<file path="src/rtl/fifo_wr_arbiter.sv">
// Round-robin, burst-locking arbiter sharing one FIFO enqueue port among NUM_REQ producers.
// Beats transfer combinationally on the cycle they are granted; only arbitration state is registered.
module fifo_wr_arbiter #(
  parameter int NUM_REQ   = 4,
  parameter int DATA_W    = 8,
  parameter int MAX_BURST = 4
) (
  input  logic                      clk,
  input  logic                      rstn,
  input  logic                      i_en,
  input  logic [NUM_REQ-1:0]        i_req_valid,
  input  logic [NUM_REQ-1:0]        i_req_last,
  input  logic [NUM_REQ*DATA_W-1:0] i_req_data,
  output logic [NUM_REQ-1:0]        o_req_ready,
  output logic [NUM_REQ-1:0]        o_grant,
  output logic                      o_fifo_wren,
  output logic [DATA_W-1:0]         o_fifo_wrdata,
  input  logic                      i_fifo_full
);

  localparam int PTR_W = (NUM_REQ > 1) ? $clog2(NUM_REQ) : 1;
  localparam int CNT_W = $clog2(MAX_BURST) + 1;

  typedef enum logic {IDLE, LOCKED} state_t;

  state_t             state;
  logic [PTR_W-1:0]   rr_ptr;
  logic [PTR_W-1:0]   owner;
  logic [CNT_W-1:0]   beat_cnt;

  logic [PTR_W-1:0]   pick;
  logic               pick_found;
  logic [PTR_W:0]     scan_idx;
  logic [PTR_W-1:0]   g;
  logic               grant_act;
  logic               xfer;
  logic [CNT_W-1:0]   beat_nxt;
  logic               burst_end;
  logic [NUM_REQ-1:0] g_onehot;
  logic [PTR_W-1:0]   rr_after_g;

  // Rotating priority search starting at rr_ptr; scan_idx is one bit wider so the wrap never overflows
  always_comb begin
    pick_found = 1'b0;
    pick       = '0;
    scan_idx   = '0;
    for (int i = 0; i < NUM_REQ; i++) begin
      scan_idx = {1'b0, rr_ptr} + (PTR_W+1)'(i);
      if (scan_idx >= (PTR_W+1)'(NUM_REQ)) scan_idx = scan_idx - (PTR_W+1)'(NUM_REQ);
      if (!pick_found && i_req_valid[scan_idx[PTR_W-1:0]]) begin
        pick_found = 1'b1;
        pick       = scan_idx[PTR_W-1:0];
      end
    end
  end

  always_comb begin
    g          = (state == LOCKED) ? owner : pick;
    grant_act  = rstn & i_en & ((state == LOCKED) | pick_found);
    xfer       = grant_act & ~i_fifo_full & i_req_valid[g];
    g_onehot   = NUM_REQ'(1) << g;
    beat_nxt   = beat_cnt + 1'b1;
    burst_end  = i_req_last[g] | (beat_nxt == CNT_W'(MAX_BURST));
    rr_after_g = (g == PTR_W'(NUM_REQ-1)) ? '0 : g + 1'b1;
  end

  always_comb begin
    o_grant       = grant_act ? g_onehot : '0;
    o_req_ready   = xfer ? g_onehot : '0;
    o_fifo_wren   = xfer;
    o_fifo_wrdata = xfer ? i_req_data[g*DATA_W +: DATA_W] : '0;
  end

  // Arbitration state advances only on an accepted beat; stalls leave everything untouched
  always_ff @(posedge clk) begin
    if (!rstn) begin
      state    <= IDLE;
      rr_ptr   <= '0;
      owner    <= '0;
      beat_cnt <= '0;
    end else if (xfer) begin
      if (burst_end) begin
        state    <= IDLE;
        rr_ptr   <= rr_after_g;
        beat_cnt <= '0;
      end else begin
        state    <= LOCKED;
        owner    <= g;
        beat_cnt <= beat_nxt;
      end
    end
  end

endmodule

</file>
<file path="config.mk">
export PLATFORM = sky130hd
export DESIGN_NAME = fifo_wr_arbiter
export DESIGN_NICKNAME = d
export VERILOG_FILES = /design/src/rtl/fifo_wr_arbiter.sv
export SDC_FILE = /design/constraint.sdc
export NUM_CORES = 1
export LEC_CHECK = 0
export BUFFER_PORTS_ARGS = -buffer_cell sky130_fd_sc_hd__buf_4
export CAP_MARGIN = 30
export CORE_ASPECT_RATIO = 1.25
export CORE_MARGIN = 10
export CORE_UTILIZATION = 45
export DETAILED_ROUTE_END_ITERATION = 12
export PLACE_DENSITY = 0.87
export SLEW_MARGIN = 20
export SYNTH_ARGS = -nofsm -noshare
export SYNTH_HDL_FRONTEND = slang
export SYNTH_SLANG_ARGS = --single-unit
</file>
<file path="constraint.sdc">
create_clock -name clk -period 4.8 [get_ports clk]
set_input_delay 0.96 -clock clk [delete_from_list [all_inputs] [get_ports clk]]
set_output_delay 0.96 -clock clk [all_outputs]
set_load 0.005 [all_outputs]
</file>
==> flow_summary.yaml <==
run_status:
  status: "finished, final reports clean"
global_route:
  grt_pass1_wl_mm: 5.195
  grt_use_met2_pct: 24.18
  overflow: 0
  gr-max-usage-layer: "met2"
  met1_usage_pct: 14.59
  grt_max_degree: 32
  grt_usage_pct: 14.65
  grt_pass1_vias: 1193
  met3_usage_pct: 9.286
  antenna_found_initial: 0
min_path:
  hold_depth: 2
  hp-class: "reg -> reg"
  worst_hold_path.endpoint: "owner[1]"
  hold_start: "owner[1]"
timing:
  layout_worst_path_cycle_share_pct: 85.16
  fmax_ghz: 0.2447
  worstMarginPinSlew_ps: 586.4
  period_minus_slack_ps: 4087
  setup_tns_ps: 0
  skew_ps: 0.6695
  slew_viol_final: 0
  setup_viol: 0
  rsz0062_at_grt: "false"
  hold_viol: 0
  slew_headroom_pct: 60.90
  holdWs_ps: 486.1
clocking:
  worstSkewPairLatency_ps: 260
  post_cts_buffers: 0
  clk_pin_slew_ps: 50
  clockRootBuffer: "clkbuf_4"
  clockBufferDepth: 2
  cts_max_level: 1
  cts_resized: 0
  cts_tree: "yes"
  ctsHoldBuffers: 0
  cts_buffers: 3
  cts_sinks: 8
power:
  power_leakage_uw: 0.0006911
  p_per_area_nw_per_um2: 156.8
  ir_drop_uv: 115.6
die:
  rows: 18
  die_h_um: 70.75
  fp.coreArea_um2: 1982
  io_pins: 61
  dieArea_um2: 4287
  die_w_um: 60.60
  start_util_pct: 46.78
worst_setup_path:
  worst_setup_path_end_kind: "primary output"
  reg2reg_depth: 8
  cp_cell_sequence: "buf_4 -> nor2b_1 -> o31ai_1 -> nand2b_1 -> buf_4 -> mux2i_1 -> a2111o_1 -> a211oi_1 -> buf_4"
  cp_max_fo: 19
  rr_endpoint: "owner[1]"
  cp-start-kind: "primary input"
  worst_ep_required_time_ps: 3840
  crit_top_cell: "buf_4"
  critPathMaxStageDelay_ps: 670
  critical_path_class: "in -> out"
  rrSetupSlack_ps: 2000
  slowest_stage: "a2111o_1"
  arrival_ps: 3130
  r2r_start: "rr_ptr[1]"
routing:
  drtIter0Drc: 13
  vias_per_cell: 5.628
  drc: 0
  dr.pass1.iters: 4
  antenna_left: 0
  vias: 1103
  wire_per_inst_um: 15.94
  routed_wl_mm: 3.125
placed_design:
  gp_congestion: 0.7944
  portBuffers: 60
  hpwl_mm: 2.662
synth:
  synthArstFlopShare_pct: 0
  syn_nets: 168
  synth_ff_type: "dfxtp_1"
  syn_area_per_cell_um2: 7.726
  ys_types: 32
  synth-edff-count: 0
  syn-instance-count: 120
  syn_area_um2: 927.1
  synth-seq-area-share_pct: 17.27
  ys_warn_count: 0
  ys_ff_latch: 8
cells_and_area:
  final_nets: 226
  final_layout_size_suffix_gt1_share_pct: 38.07
  syn_to_final_growth_pct: 51.01
  num_antenna_cells: 0
  num-fill-cells: 167
  final_util_pct: 70.64
run:
  drv_cap: 0
-- state kept, by name (all words and copies together), names as in the netlist --
name	flops
state	1
rr_ptr	2
owner	2
beat_cnt	3
-- Yosys cell counts (all sizes together) (2+ instances only) --
library cell   n  area share, %
clkbuf         6            2.4
nand3          2            1.1
ha             4            5.4
nand2         12            4.9
a21oi          2            1.1
and2           3            2.0
dfxtp          8             17
o21ai          2            1.1
nor3           7            3.8
inv            7            2.8
nand2b         3            2.0
buf            3            1.9
mux2i         18             19
nor2           4            1.9
nor2b          9            6.1
a211oi        16             13
-- through the flow --
stage / worst slack (ps) / total power, µW / area, µm² / std cells
floorplan: 1117 / 125.4 / 927.1 / 120
global placement: 788.0 / 166.4 / 1378 / 193
detailed placement: 721.4 / 169.9 / 1378 / 193
CTS: 699.3 / 222.9 / 1400 / 196
global route: 499.2 / 233.4 / 1400 / 196
finish: 712.5 / 219.5 / 1400 / 196
-- layer usage --
layer | part of all wire (%) | vias up
met5 | 0 | -
li1 | - | 551
met4 | 1.4 | 0
met3 | 14 | 4
met2 | 48 | 51
met1 | 37 | 497
-- report_power, final --
part           internal (µW)  leakage, µW  switching, µW
logic                   51.3     0.000613           45.2
registers               68.4    0.0000647           2.62
clock network           28.6    0.0000138           23.3
total                    148     0.000691           71.1
-- kinds of logic after synthesis --
logic type,after synthesis,synth area share (%)
AND/OR/NAND/NOR,43,23.89
buffers and inverters,17,7.558
AO/OA/AOI/OAI,29,25.51
adder cells (fa/ha/maj),4,5.398
XOR/XNOR,1,0.9448
multiplexers,18,19.43
flip-flops,8,17.27
-- worst max path at each step --
stage,start,endpoint,slack [ps]
after global routing,i_req_valid[0],o_fifo_wrdata[4],500
after detailed placement,i_req_valid[0],o_fifo_wrdata[7],720
after global placement,i_req_valid[0],o_fifo_wrdata[4],790
after floorplan,i_req_valid[0],o_fifo_wrdata[0],1120
after CTS,i_req_valid[0],o_fifo_wrdata[7],700
final,i_req_valid[0],o_fifo_wrdata[7],710
-- layout by cell type (no fill, tap or decap), types with 2 or more instances in the layout --
master,Yosys,final
a211oi_1,16,16
a21oi_1,2,2
and2_1,3,3
buf_4,1,62
clkbuf_4,0,3
dfxtp_1,8,8
ha_1,4,4
inv_1,7,7
mux2i_1,18,18
nand2_1,12,12
nand2b_1,3,3
nand3_1,2,2
nor2_1,3,3
nor2b_1,9,9
nor3_1,7,7
o21ai_1,2,2
-- area by class of cell --
class	instances	area [µm²]	area share (%)
clock buffer	3	22.52	1.609
multi-input combinational	95	696.9	49.78
tap	20	25.02	1.787
timing repair buffer	62	465.4	33.24
inverter	8	30.03	2.145
sequential	8	160.2	11.44
-- worst max-delay path: cells and delay by family --
family	cells	cell delay, ps
buf+inv	3	500
compound gates	3	1300
mux	1	140
simple gates	2	230
Note: power is estimated with default switching activity, not from simulation.
